File: src/rtl/cla_mw_pkg.sv
// Shared types and width helpers for the multi-word add sequencer.
package cla_mw_pkg;

  localparam int unsigned WORD_W = 32;

  typedef enum logic [1:0] {
    IDLE = 2'd0,
    RUN  = 2'd1,
    DONE = 2'd2
  } state_e;

  // Wait counter must reach ADD_LAT.
  function automatic int unsigned cnt_width(input int unsigned add_lat);
    return $clog2(add_lat + 1);
  endfunction

  function automatic int unsigned idx_width(input int unsigned words);
    return $clog2(words);
  endfunction

endpackage

File: src/rtl/cla_32_mw_seq.sv
// Multi-word add sequencer: feeds a pipelined 32-bit adder one word at a time,
// LSW first, chaining carries, and returns the wide sum via valid/ready.
module cla_32_mw_seq
  import cla_mw_pkg::*;
#(
  parameter int unsigned WORDS   = 4,
  parameter int unsigned ADD_LAT = 2
) (
  input  logic                      clk,
  input  logic                      reset,
  input  logic                      in_valid,
  output logic                      in_ready,
  input  logic [WORD_W*WORDS-1:0]   in_a,
  input  logic [WORD_W*WORDS-1:0]   in_b,
  input  logic                      in_cin,
  output logic                      out_valid,
  input  logic                      out_ready,
  output logic [WORD_W*WORDS-1:0]   out_sum,
  output logic                      out_cout,
  output logic                      out_ovf,
  output logic [WORD_W-1:0]         add_a,
  output logic [WORD_W-1:0]         add_b,
  output logic                      add_cin,
  input  logic [WORD_W-1:0]         add_sum,
  input  logic                      add_cout,
  output logic                      busy
);

  localparam int unsigned CNT_W = cnt_width(ADD_LAT);
  localparam int unsigned IDX_W = idx_width(WORDS);

  typedef logic [WORDS-1:0][WORD_W-1:0] wide_t;

  state_e             state_q, state_d;
  wide_t              a_q, a_d, b_q, b_d, sum_q, sum_d;
  logic [IDX_W-1:0]   idx_q, idx_d, idx_nx;
  logic [CNT_W-1:0]   cnt_q, cnt_d;
  logic [WORD_W-1:0]  add_a_d, add_b_d;
  logic               add_cin_d;
  logic               out_valid_d, out_cout_d, out_ovf_d;
  logic               in_ready_d, busy_d;

  assign out_sum = sum_q;
  assign idx_nx  = idx_q + 1'b1;

  // State and datapath registers.
  always_ff @(posedge clk) begin
    if (!reset) begin
      state_q   <= IDLE;
      a_q       <= '0;
      b_q       <= '0;
      sum_q     <= '0;
      idx_q     <= '0;
      cnt_q     <= '0;
      add_a     <= '0;
      add_b     <= '0;
      add_cin   <= 1'b0;
      out_valid <= 1'b0;
      out_cout  <= 1'b0;
      out_ovf   <= 1'b0;
      in_ready  <= 1'b0;
      busy      <= 1'b0;
    end else begin
      state_q   <= state_d;
      a_q       <= a_d;
      b_q       <= b_d;
      sum_q     <= sum_d;
      idx_q     <= idx_d;
      cnt_q     <= cnt_d;
      add_a     <= add_a_d;
      add_b     <= add_b_d;
      add_cin   <= add_cin_d;
      out_valid <= out_valid_d;
      out_cout  <= out_cout_d;
      out_ovf   <= out_ovf_d;
      in_ready  <= in_ready_d;
      busy      <= busy_d;
    end
  end

  // Next-state, word-select mux and capture demux.
  always_comb begin
    state_d     = state_q;
    a_d         = a_q;
    b_d         = b_q;
    sum_d       = sum_q;
    idx_d       = idx_q;
    cnt_d       = cnt_q;
    add_a_d     = add_a;
    add_b_d     = add_b;
    add_cin_d   = add_cin;
    out_valid_d = out_valid;
    out_cout_d  = out_cout;
    out_ovf_d   = out_ovf;

    case (state_q)
      IDLE: begin
        if (in_valid && in_ready) begin
          a_d       = in_a;
          b_d       = in_b;
          add_a_d   = in_a[WORD_W-1:0];
          add_b_d   = in_b[WORD_W-1:0];
          add_cin_d = in_cin;
          idx_d     = '0;
          cnt_d     = '0;
          state_d   = RUN;
        end
      end
      RUN: begin
        cnt_d = cnt_q + 1'b1;
        // Sample only once the word loaded ADD_LAT+1 edges ago has drained out.
        if (cnt_q == CNT_W'(ADD_LAT)) begin
          sum_d[idx_q] = add_sum;
          if (idx_q != IDX_W'(WORDS - 1)) begin
            idx_d     = idx_nx;
            add_a_d   = a_q[idx_nx];
            add_b_d   = b_q[idx_nx];
            add_cin_d = add_cout;
            cnt_d     = '0;
          end else begin
            out_cout_d  = add_cout;
            out_ovf_d   = (a_q[WORDS-1][WORD_W-1] == b_q[WORDS-1][WORD_W-1]) &&
                          (add_sum[WORD_W-1] != a_q[WORDS-1][WORD_W-1]);
            out_valid_d = 1'b1;
            state_d     = DONE;
          end
        end
      end
      DONE: begin
        if (out_valid && out_ready) begin
          out_valid_d = 1'b0;
          state_d     = IDLE;
        end
      end
      default: state_d = IDLE;
    endcase

    in_ready_d = (state_d == IDLE);
    busy_d     = (state_d != IDLE);
  end

endmodule

File: config.mk
export PLATFORM = sky130hd
export DESIGN_NAME = cla_32_mw_seq
export DESIGN_NICKNAME = d
export VERILOG_FILES = /design/src/rtl/cla_mw_pkg.sv /design/src/rtl/cla_32_mw_seq.sv
export SDC_FILE = /design/constraint.sdc
export NUM_CORES = 1
export LEC_CHECK = 0
export CAP_MARGIN = 20
export CORE_ASPECT_RATIO = 1.5
export CORE_MARGIN = 2
export CORE_UTILIZATION = 40
export DETAILED_ROUTE_END_ITERATION = 7
export DONT_BUFFER_PORTS = 1
export PLACE_DENSITY = 0.6
export SETUP_SLACK_MARGIN = 0.2
export SLEW_MARGIN = 15
export SYNTH_ARGS = -nofsm -noshare
export SYNTH_HDL_FRONTEND = slang
export SYNTH_SLANG_ARGS = --single-unit
File: constraint.sdc
create_clock -name clk -period 5.5 [get_ports clk]
set_input_delay 0.825 -clock clk [delete_from_list [all_inputs] [get_ports clk]]
set_output_delay 0.825 -clock clk [all_outputs]
set_load 0.005 [all_outputs]
# Yosys cells after proc, flatten, opt, wreduce, memory -nomap -nowiden
# Cells that the tools add are included.
[op_classes] n_addsub=2 magnitude_cmp=3 n_eq_ne=11 mux=35 n_bitwise=1 reduce_logical=15
[ops] cell="$mux 32" n=9
[ops] cell="$bmux 32 s2" n=2
[ops] cell="$bwmux 128" n=1
[ops] cell="$pmux 32 s2" n=2
[ops] cell="$demux 32 s2" n=1
[ops] cell="$mux 2" n=9
[ops] cell="$ne 2x2->1 const B" n=6
[ops] cell="$pmux 2 s2" n=2
[ops] cell="$reduce_and 4->1" n=2
[ops] cell="$lt 2x3->1 const B" n=2
[ops] cell="$mux 1" n=6
[ops] cell="$pmux 2 s3" n=1
[ops] cell="$reduce_and 2->1" n=3
[ops] cell="$reduce_bool 2->1" n=3
[ops] cell="$add 2x1->2 const B" n=2
[ops] cell="$eq 2x2->1 const B" n=2
[ops] cell="$logic_and 1x1->1" n=4
[ops] cell="$logic_not 2->1" n=2
[ops] cell="$pmux 1 s2" n=2
[ops] cell="$reduce_and 3->1" n=1
[ops] cell="$eq 2x1->1 const B" n=1
[ops] cell="$ge 2x1->1 const B" n=1
[ops] cell="$eq 1x1->1" n=1
[ops] cell="$ne 1x1->1" n=1
[ops] cell="$not 1->1" n=1
[totals] reg_bits=460 input_bits=294 out_inout_bits=198 elab_cells=90

# Depth between registers and ports, before layout
[logic_depth] depth_word=6 depth_mapped=9 mapped_depth_nobuf=5

# Worst setup path before layout
# No wires, ideal clock.
[synth_path] kind="reg-to-reg" startpoint="register idx_q[0]" endpoint="register add_a[10]" setup_time_ns=0.122 t_arrival_ns=2.240 required_time_ns=5.378 slack_ns=3.139 stages_incl_launch_ff=10 n_path_buf=4 period_less_slack_ns=2.361 path_cell_list="dfxtp_1 buf_2 buf_4 inv_1 ha_1 buf_2 buf_1 mux4_2 nand2_1 a31oi_1"
[synth_between] elab_chain_cells=6 word_cells_on_any_way=9 classes_between="add/sub (1); eq/ne (2); mux (5); reduce/logical (1)"
[synth_lines] element="start, declared" line="cla_32_mw_seq.sv:36" rtl="logic [IDX_W-1:0] idx_q, idx_d, idx_nx;"
[synth_lines] element="start signal, assigned" line="cla_32_mw_seq.sv:68" rtl="idx_q <= idx_d;"
[synth_lines] element="$add 2x1->2" line="cla_32_mw_seq.sv:44" rtl="assign idx_nx = idx_q + 1'b1;"
[synth_lines] element="$bmux 32 s2" line="cla_32_mw_seq.sv:116" rtl="add_a_d = a_q[idx_nx];"
[synth_lines] element="$mux 32 (not written as such)" line="cla_32_mw_seq.sv:116"
[synth_lines] element="$mux 32" line="cla_32_mw_seq.sv:114" rtl="if (idx_q != IDX_W'(WORDS - 1)) begin"
[synth_lines] element="$mux 32" line="cla_32_mw_seq.sv:112" rtl="if (cnt_q == CNT_W'(ADD_LAT)) begin"
[synth_lines] element="$pmux 32 s2" line="cla_32_mw_seq.sv:96" rtl="case (state_q)"
[synth_lines] element="end signal, assigned" line="cla_32_mw_seq.sv:55" rtl="add_a <= '0;"
[synth_lines] element="end signal, assigned" line="cla_32_mw_seq.sv:70" rtl="add_a <= add_a_d;"
[synth_lines] element="end, declared" line="cla_32_mw_seq.sv:21" rtl="output logic [WORD_W-1:0] add_a,"
# Several ways; a longest one is shown, not always the timed one. The select of a mux whose other input is x is not followed.
# A chain may end at the register's enable or synchronous reset.

# Worst setup path in the final report
[layout_path] startpoint="register idx_q[0]" endpoint="register add_a[30]"
# Same word-level chain as after synthesis.

==> results.py <==
metrics = {
    "sta": {
        "rsz0062_at_grt": "no",
        "min_period_ps": 3130,
        "tns_ps": 0,
        "tightest_slew_ps": 1140,
        "setup_viol": 0,
        "slew_headroom": 0.237,
        "hold_viol": 0,
        "drv_slew": 0,
        "fin_crit_sh": 0.570,
        "fmax_mhz": 319,
        "worst_clock_skew_ps": 8.15,
    },
    "worst_setup_path": {
        "timing.rr.end": "add_a[30]$_SDFFE_PN0P_",
        "worstPathArrival_ps": 3510,
        "cp-start-kind": "register",
        "path_max_fanout": 65,
        "cp_data_required_time_ps": 5870,
        "r2r-start": "idx_q[0]$_SDFFE_PN0P_",
        "crit_path_max_incr_delay_ps": 1090,
        "reg2reg_depth": 5,
        "crit_chain": "inv_1 -> ha_4 -> mux4_2 -> nand2_1 -> a31oi_1",
        "critPathSlowestCell": "ha_4",
        "rrSetupSlack_ps": 2370,
        "critical_path_class": "reg2reg",
        "crit_path_end_kind": "register",
    },
    "routing": {
        "drt_iter0_drc": 889,
        "viasPerCell": 5.46,
        "wl_um": 53800,
        "ant_nets": 0,
        "drc": 0,
        "dr_total_vias": 14600,
        "first_pass_iters": 5,
        "avgRoutedWirePerCell_um": 20.1,
    },
    "finish": {
        "final_cells": 2679,
        "utilization": 0.435,
        "drive_gt1_frac": 0.0785,
        "area_growth_pct": 8.28,
        "final_nets": 2355,
    },
    "yosys": {
        "synth.top_cells.by_count": "907 x nand2_1, 460 x dfxtp_1, 387 x a21oi_1",
        "synth_edf_count": 0,
        "yosysMostFrequentCell": "nand2_1",
        "syn_avg_cell_area_um2": 8.25,
        "ys_ff_latch": 460,
        "synth_area_um2": 17900,
        "async_reset_ff_frac": 0,
        "netlist_instances": 2173,
        "ys_seq_area_frac": 0.514,
        "ys_types": 36,
        "yosys_warnings": 0,
        "synth_nets": 2471,
        "synth_top_area_frac": 0.514,
        "ys_top_cells_by_area": "dfxtp_1 51%, nand2_1 19%, a21oi_1 11%",
        "synth_top_flop_cell": "dfxtp_1",
        "synth_largest_area_cell": "dfxtp_1",
    },
    "run_status": {
        "status": "finished clean",
    },
    "grt": {
        "grt_pass1_vias": 14100,
        "grt_max_degree": 149,
        "antenna_found_initial": 11,
        "grt_pass1_wl_um": 81400,
        "grt_overflow": 0,
        "grt_usage": 0.222,
    },
    "placed_design": {
        "numPortBuffers": 0,
        "dpl.hpwl_um": 35500,
        "gp_congestion": 0.827,
        "dp_cells": 2592,
    },
    "clock_network": {
        "ctsResizeCount": 0,
        "htree_levels": 2,
        "insertion_delay_ps": 540,
        "cts_setup_buffers": 0,
        "cts.sinks": 460,
        "cts_tree": "done",
        "cts_buffers": 44,
        "cts_hold_buf": 0,
        "cts.path.max_buffers": 3,
        "clk_pin_slew_worst_paths_ps": 70,
        "cts_root_buf": "clkbuf_16",
    },
    "power": {
        "cellPowerDensity_nw_per_um2": 385,
        "p_total_mw": 7.47,
        "p_leak_nw": 6.31,
        "vdd_drop_max_v": 0.000239,
    },
    "hold_path": {
        "hp-class": "in2reg",
        "min_from": "add_sum[26]",
        "worst_hold_path.num_cells": 2,
        "min_to": "out_sum[122]$_SDFFE_PN0P_",
    },
    "floorplan": {
        "die-area_um2": 46500,
        "core-area_um2": 44600,
        "die_h_um": 263,
        "die_w_um": 177,
        "row_count": 95,
        "io_pins": 492,
        "start_util": 0.402,
    },
    "flow_run": {
        "drv_cap": 0,
    },
}
flip-flops by register name (all words and copies together) (netlist names):
signal / count
add_b: 32
cnt_q: 2
a_q: 128
out_valid: 1
idx_q: 2
state_q: 2
b_q: 128
out_cout: 1
add_cin: 1
out_ovf: 1
busy: 1
in_ready: 1
out_sum: 128
add_a: 32
kinds of logic after synthesis:
| group | synth area share |
|---|---|
| buffers and inverters | 0.0509 |
| multiplexers | 0.0804 |
| flip-flops | 0.514 |
| adder cells (fa/ha/maj) | 0.00279 |
| AND/OR/NAND/NOR | 0.198 |
| AO/OA/AOI/OAI | 0.154 |
through the flow:
step	setup slack, ps	cell area, µm²	hold WS [ps]
after floorplan	3140	17900	433
after global placement	2320	18000	439
after detailed placement	2290	18000	446
after CTS	2270	19400	381
after global routing	2110	19400	381
final	2370	19400	407
layout make-up:
cell class,instances,area [µm²]
well taps,582,728
diodes,9,22.5
clock buffers,59,1240
multi-input cells,1526,7860
flip-flops and latches,460,9210
clock inverters,18,146
inverters,4,22.5
fillers,4504,25200
repair buffers,21,178
critical path: cells and delay by family, from the launching register on:
kind                     cells  cell delay, ps
AO/OA/AOI/OAI                1              80
adder cells (fa/ha/maj)      1            1090
buffers and inverters        1             250
flip-flops                   1             810
multiplexers                 1             610
AND/OR/NAND/NOR              1              80
power by group:
group | internal, mW | switching [mW] | total (mW)
Combinational | 0.267 | 0.521 | 0.789
Sequential | 3.56 | 0.187 | 3.75
Clock | 1.64 | 1.30 | 2.94
Total | 5.47 | 2.01 | 7.47
placed cells by master (no fill, tap or decap), types with 2 or more instances in the layout:
master        n
nor2_1        5
buf_4        19
a221oi_1      2
mux4_2       64
clkbuf_16    45
clkinvlp_4    2
nor3_1        2
o21ai_0      66
clkinv_4      2
clkbuf_1      8
a31oi_1      64
nand2_1     907
clkinv_2     10
nand4_1       2
o31ai_1       2
and2_1        5
clkbuf_8      6
nor2b_1       2
a21oi_1     387
diode_2       9
dfxtp_1     459
inv_1         3
ha_1          3
inv_6         2
how the worst max path moves through the flow:
stage                                         to                   from  cells past startpoint
after CTS                 add_a[30]$_SDFFE_PN0P_  idx_q[0]$_SDFFE_PN0P_                      5
after floorplan           add_a[10]$_SDFFE_PN0P_  idx_q[0]$_SDFFE_PN0P_                      9
after detailed placement  add_a[29]$_SDFFE_PN0P_  idx_q[0]$_SDFFE_PN0P_                      5
final                     add_a[30]$_SDFFE_PN0P_  idx_q[0]$_SDFFE_PN0P_                      5
after global placement    add_a[29]$_SDFFE_PN0P_  idx_q[0]$_SDFFE_PN0P_                      5
after global routing      add_a[29]$_SDFFE_PN0P_  idx_q[0]$_SDFFE_PN0P_                      5
per-layer routing:
metal  wire length, µm  vias up  global-route usage  part of all wire
met5                23        -                   0           0.00043
met4              2250        4               0.105             0.042
met3              5100      124              0.0679             0.095
met2             27100      607               0.391              0.50
met1             19300     6900               0.240              0.36
li1                  -     7004                   -                 -
(Power assumes the default switching activity.)
